**src/rtl/rom_stream_reader.sv**
```systemverilog
// Read-side master for a 1-cycle-latency synchronous ROM: walks an address range on start
// and emits the words as a valid/ready stream with a last flag, buffered by a 4-entry FIFO.
module rom_stream_reader #(
    parameter int DATA_WIDTH = 36,
    parameter int ADDR_WIDTH = 12
) (
    input  logic                  clk,
    input  logic                  rst,
    input  logic                  start,
    input  logic [ADDR_WIDTH-1:0] base_addr,
    input  logic [ADDR_WIDTH:0]   length,
    output logic                  busy,
    output logic                  done,
    output logic [ADDR_WIDTH-1:0] rom_addr,
    input  logic [DATA_WIDTH-1:0] rom_dout,
    output logic [DATA_WIDTH-1:0] m_data,
    output logic                  m_valid,
    input  logic                  m_ready,
    output logic                  m_last
);

    typedef enum logic [1:0] {IDLE, RUN, FINISH} state_t;

    typedef struct packed {
        logic                  last;
        logic [DATA_WIDTH-1:0] data;
    } entry_t;

    localparam logic [ADDR_WIDTH:0] CNT_ONE = 1;

    state_t                state;
    logic [ADDR_WIDTH:0]   len_q;
    logic [ADDR_WIDTH:0]   issued_count;
    logic [ADDR_WIDTH-1:0] next_addr;
    logic [ADDR_WIDTH-1:0] issue_addr;
    logic [1:0]            rd_valid;   // [0]: address on ROM, [1]: data on rom_dout
    logic [1:0]            rd_last;
    entry_t                fifo   [4];
    entry_t                fifo_n [4];
    logic [2:0]            fifo_count;
    logic [2:0]            fifo_count_n;
    logic [2:0]            in_flight;
    logic                  accept;
    logic                  issue;
    logic                  issue_last;
    logic                  push;
    logic                  pop;

    assign accept    = (state == IDLE) && start;
    assign in_flight = fifo_count + {2'b00, rd_valid[0]} + {2'b00, rd_valid[1]};
    assign push      = rd_valid[1];
    assign pop       = m_valid && m_ready;

    // The first read is issued on the accepting edge itself so the ROM sees base one cycle later.
    assign issue = (accept && (length != '0)) ||
                   ((state == RUN) && (issued_count < len_q) && (in_flight < 3'd4));
    assign issue_addr = accept ? base_addr : next_addr;
    assign issue_last = accept ? (length == CNT_ONE) : (issued_count == len_q - CNT_ONE);

    // Shift-down FIFO: entry 0 is the registered head; slots at or above fifo_count stay zero.
    // NOTE: always_comb starts from full defaults so no path leaves a variable unassigned (no latch).
    always_comb begin
        fifo_n       = fifo;
        fifo_count_n = fifo_count;
        if (pop) begin
            for (int i = 0; i < 3; i++) begin
                fifo_n[i] = fifo[i + 1];
            end
            fifo_n[3]    = '0;
            fifo_count_n = fifo_count - 3'd1;
        end
        if (push) begin
            fifo_n[fifo_count_n[1:0]] = {rd_last[1], rom_dout};
            fifo_count_n              = fifo_count_n + 3'd1;
        end
    end

    assign m_data = fifo[0].data;
    assign m_last = fifo[0].last;

    // NOTE: all state uses non-blocking assignments so every register samples pre-edge values.
    always_ff @(posedge clk) begin
        if (rst) begin
            state        <= IDLE;
            busy         <= 1'b0;
            done         <= 1'b0;
            rom_addr     <= '0;
            next_addr    <= '0;
            len_q        <= '0;
            issued_count <= '0;
            rd_valid     <= '0;
            rd_last      <= '0;
            fifo_count   <= '0;
            m_valid      <= 1'b0;
            // NOTE: the tiny FIFO is reset explicitly because its head drives m_data/m_last.
            for (int i = 0; i < 4; i++) begin
                fifo[i] <= '0;
            end
        end else begin
            rd_valid   <= {rd_valid[0], issue};
            rd_last    <= {rd_last[0], issue && issue_last};
            fifo       <= fifo_n;
            fifo_count <= fifo_count_n;
            m_valid    <= (fifo_count_n != 3'd0);
            done       <= 1'b0;

            if (issue) begin
                rom_addr     <= issue_addr;
                next_addr    <= issue_addr + 1'b1;
                issued_count <= accept ? CNT_ONE : issued_count + CNT_ONE;
            end

            case (state)
                IDLE: begin
                    if (start) begin
                        len_q <= length;
                        if (length == '0) begin
                            state <= FINISH;
                            done  <= 1'b1;
                        end else begin
                            state <= RUN;
                            busy  <= 1'b1;
                        end
                    end
                end
                RUN: begin
                    if (pop && m_last) begin
                        state <= FINISH;
                        done  <= 1'b1;
                        busy  <= 1'b0;
                    end
                end
                FINISH:  state <= IDLE;
                default: state <= IDLE;
            endcase
        end
    end

endmodule

```
**config.mk**
```make
export PLATFORM = sky130hd
export DESIGN_NAME = rom_stream_reader
export DESIGN_NICKNAME = d
export VERILOG_FILES = /design/src/rtl/rom_stream_reader.sv
export SDC_FILE = /design/constraint.sdc
export NUM_CORES = 1
export LEC_CHECK = 0
export BUFFER_PORTS_ARGS = -buffer_cell sky130_fd_sc_hd__buf_2
export CORE_MARGIN = 3
export CORE_UTILIZATION = 55
export CTS_CLUSTER_DIAMETER = 200
export CTS_CLUSTER_SIZE = 8
export DETAILED_ROUTE_END_ITERATION = 10
export PLACE_DENSITY = 0.83
export SLEW_MARGIN = 10
export SYNTH_ARGS = -nofsm -noshare
export SYNTH_HDL_FRONTEND = slang
export SYNTH_SLANG_ARGS = --single-unit
```
**constraint.sdc**
```tcl
create_clock -name clk -period 4.14 [get_ports clk]
set_input_delay 1.035 -clock clk [delete_from_list [all_inputs] [get_ports clk]]
set_output_delay 1.035 -clock clk [all_outputs]
set_load 0.005 [all_outputs]
```
==> impl_metrics.py <==
metrics = {
    "logic_synthesis": {
        "syn_area_um2": 10400,
        "yosysSeqAreaShare_pct": 40.6,
        "ys.warnings.count": 0,
        "avgSynthCellArea_um2": 7.93,
        "synthFlopType": "dfxtp_1",
        "synth_edf_count": 0,
        "synth_fp_nets": 1395,
        "ys_ff_latch": 210,
        "netlist_instances": 1308,
        "async_reset_ff_share_pct": 0,
        "yosysUniqueCellTypes": 72,
    },
    "power_and_ir_drop": {
        "p_seq_share_pct": 42.7,
        "pwr-share-clk_pct": 38.7,
        "p_switching_mw": 1.64,
        "pwr-share-comb_pct": 18.7,
        "p_leak_nw": 4.31,
        "switching_share_pct": 30.0,
        "ir_drop_v": 0.000347,
        "p_total_mw": 5.45,
        "intPower_mw": 3.81,
        "powerDensity_nw_per_um2": 473,
    },
    "cts": {
        "clk_latency_ns": 0.55,
        "hold_buffers": 0,
        "ctsLongestPathBuffers": 3,
        "clock_sinks": 210,
        "cts-htree-levels": 1,
        "post_cts.repair.setup_buffers": 0,
        "post_cts_resized": 0,
        "cts_buffers": 30,
        "root_buffer": "clkbuf_16",
        "clk_pin_slew_ns": 0.05,
        "cts_tree": "built",
    },
    "floorplanning": {
        "die_h_um": 143,
        "die_area_um2": 20500,
        "num_rows": 49,
        "core_um2": 18200,
        "die_x_um": 143,
        "initial_core_util_pct": 56.9,
        "io_pins": 117,
    },
    "route": {
        "via_count": 9558,
        "via_per_inst": 6.13,
        "drc": 0,
        "drtIter0Drc": 807,
        "antenna_left": 0,
        "drt_wl_total_um": 25900,
        "wl_per_cell_um": 16.6,
        "dr.pass1.iters": 6,
    },
    "worst_hold_path": {
        "hold_end": "rd_last[1]",
        "hp-class": "reg2reg",
        "hold_start": "rd_last[0]",
        "min_path_cells": 1,
    },
    "sta": {
        "finalHoldViolations": 0,
        "skew_ns": 0.0148,
        "worst_pin_slew_ns": 1.02,
        "setup_tns_ns": 0,
        "min_period_ns": 2.85,
        "timing.final.crit_share_pct": 68.9,
        "fmax_ghz": 0.351,
        "slew_violations": 0,
        "finalSetupViolCount": 0,
        "rsz0062_at_grt": "no",
        "relSlewSlack_pct": 32.1,
    },
    "finish": {
        "nNetsFinal": 1417,
        "syn_to_final_growth_pct": 11.0,
        "finalInstanceArea_um2": 11500,
        "final-instance-count-excl-fill": 1559,
        "fillCellCount": 1553,
        "drive_gt1_share_pct": 14.4,
        "diodes": 0,
    },
    "setup_path": {
        "cp.arrival_ns": 3.28,
        "r2r_slack_ns": 1.29,
        "worst_setup_path_end_kind": "register",
        "max_stage_delay_ns": 0.69,
        "r2r_start": "issued_count[10]",
        "cp_common_cell": "a211o_1",
        "crit_path_cell_trace": "ha_1, a211o_1, o211ai_1, nand4b_1, and3b_1, buf_4, a21oi_1, a211o_1",
        "worstPathMaxFanout": 15,
        "worstReg2RegEnd": "next_addr[8]",
        "critPathRequiredTime_ns": 4.57,
        "critPathSlowestCell": "and3b_1",
        "ff2ff_path_depth": 8,
        "start_kind": "register",
        "crit_type": "reg2reg",
    },
    "global_routing": {
        "grt_antenna_before_repair": 0,
        "grt_pass1_wl_um": 43000,
        "grt_pass1_vias": 8889,
        "grt_max_degree": 101,
        "grt_overflow_total": 0,
        "grt_usage_pct": 24.5,
    },
    "placed_design": {
        "place_area_um2": 10700,
        "dp.cells": 1527,
        "place_congestion": 0.896,
        "place_hpwl_um": 16400,
        "port_buffers": 116,
    },
    "run_status": {
        "status": "finished, final reports clean",
    },
    "job": {
        "cap_violations": 0,
    },
}
-- cells in the mapped netlist, drive strengths merged (2+ instances only) --
library cell | n | area, um2
a2111o | 7 | 78.8
a2111oi | 4 | 47.6
a211o | 4 | 35.0
a211oi | 8 | 70.1
a21o | 2 | 15.0
a21oi | 36 | 191
a22oi | 41 | 308
a311o | 2 | 20.0
a311oi | 121 | 1070
a31o | 2 | 17.5
a31oi | 3 | 18.8
and2 | 6 | 37.5
and3 | 8 | 50.1
and4 | 3 | 26.3
buf | 56 | 383
clkbuf | 89 | 334
dfxtp | 210 | 4200
ha | 22 | 275
inv | 27 | 101
mux2i | 8 | 80.1
nand2 | 312 | 1190
nand2b | 2 | 12.5
nand3 | 20 | 100
nand3b | 2 | 18.8
nand4 | 14 | 87.6
nor2 | 170 | 638
nor2b | 6 | 37.5
nor3 | 23 | 115
nor3b | 6 | 45.0
nor4 | 3 | 40.0
o2111ai | 11 | 96.3
o211ai | 4 | 30.0
o21a | 2 | 15.0
o21ai | 19 | 95.1
o21bai | 2 | 15.0
o22ai | 2 | 12.5
o31ai | 6 | 45.0
or4 | 5 | 48.8
or4b | 2 | 20.0
xnor2 | 14 | 123
xor2 | 9 | 78.8
-- layer usage --
metal | vias up | track usage [%] | part of all wire [%]
met2 | 344 | 37.9 | 45
met4 | 0 | 6.24 | 1.8
li1 | 4631 | - | -
met3 | 44 | 4.09 | 7.1
met1 | 4539 | 35.9 | 46
met5 | - | 0 | 0
-- power by group through the flow --
stage,clock network (mW),registers [mW],logic (mW)
floorplan,0,2.32,0.772
global placement,0,2.35,0.983
detailed placement,0,2.36,1.01
CTS,2.14,2.32,1.01
global route,2.23,2.34,1.13
finish,2.11,2.32,1.02
-- worst max path at each step --
stage | from | to | slack, ns | cells past startpoint
after floorplan | start | next_addr[6] | 0.66 | 12
after global placement | m_ready | fifo[7] | 0.93 | 9
after detailed placement | m_ready | fifo[2] | 0.80 | 9
after CTS | issued_count[10] | next_addr[9] | 1.36 | 7
after global routing | len_q[10] | next_addr[8] | 1.11 | 9
final | issued_count[10] | next_addr[8] | 1.29 | 8
-- critical path, delay by kind of cell (launching register included) --
family | cells | cell delay (ns)
adders and majority gates | 1 | 0.31
AOI/OAI and AO/OA | 4 | 0.73
buffers and inverters | 1 | 0.33
DFF | 1 | 0.47
and+or+nand+nor | 2 | 0.90
-- per-stage QoR --
step / util, % / worst slack, ns / hold slack [ns]
floorplan: - / 0.656 / 0.414
global placement: 58.9 / 0.934 / 0.449
detailed placement: 58.9 / 0.795 / 0.448
CTS: 63.2 / 1.36 / 0.456
global route: 63.2 / 1.11 / 0.459
finish: 63.2 / 1.29 / 0.455
-- state kept, by name, indices dropped and copies added (netlist names) --
register,flops
fifo,111
issued_count,13
done,1
state,2
len_q,13
m_valid,1
rd_valid,2
rd_last,2
rom_addr,12
fifo_count,3
m_data,36
m_last,1
next_addr,12
busy,1
-- layout make-up --
| cell class | count | area, um2 | area share [%] |
|---|---|---|---|
| Multi-Input combinational cell | 926 | 5380 | 46.7 |
| Timing Repair Buffer | 135 | 754 | 6.55 |
| Clock inverter | 2 | 38.8 | 0.337 |
| Sequential cell | 210 | 4200 | 36.5 |
| Tap cell | 229 | 287 | 2.49 |
| Inverter | 27 | 101 | 0.880 |
| Clock buffer | 30 | 751 | 6.52 |
-- cells by family after synthesis --
logic type,Yosys count,share of synthesized area (%)
DFF,210,40.6
muxes,8,0.772
xor gates and xnor gates,23,1.94
buffers and inverters,172,7.89
and+or+nand+nor,587,24.2
AOI/OAI and AO/OA,286,22.0
adders and majority gates,22,2.66
-- cell usage in the layout, fill, tap and decap left out, types with 17 or more instances in the layout --
cell	netlist	layout
a311oi_1	119	119
nand3_1	20	20
clkbuf_16	0	30
buf_4	36	17
nand2_1	310	306
inv_1	27	27
buf_2	6	115
nor2_1	170	169
nor3_1	23	23
ha_1	22	22
a21oi_1	35	35
dfxtp_1	210	210
a22oi_1	41	41
Power figures use the tool's default switching activity.
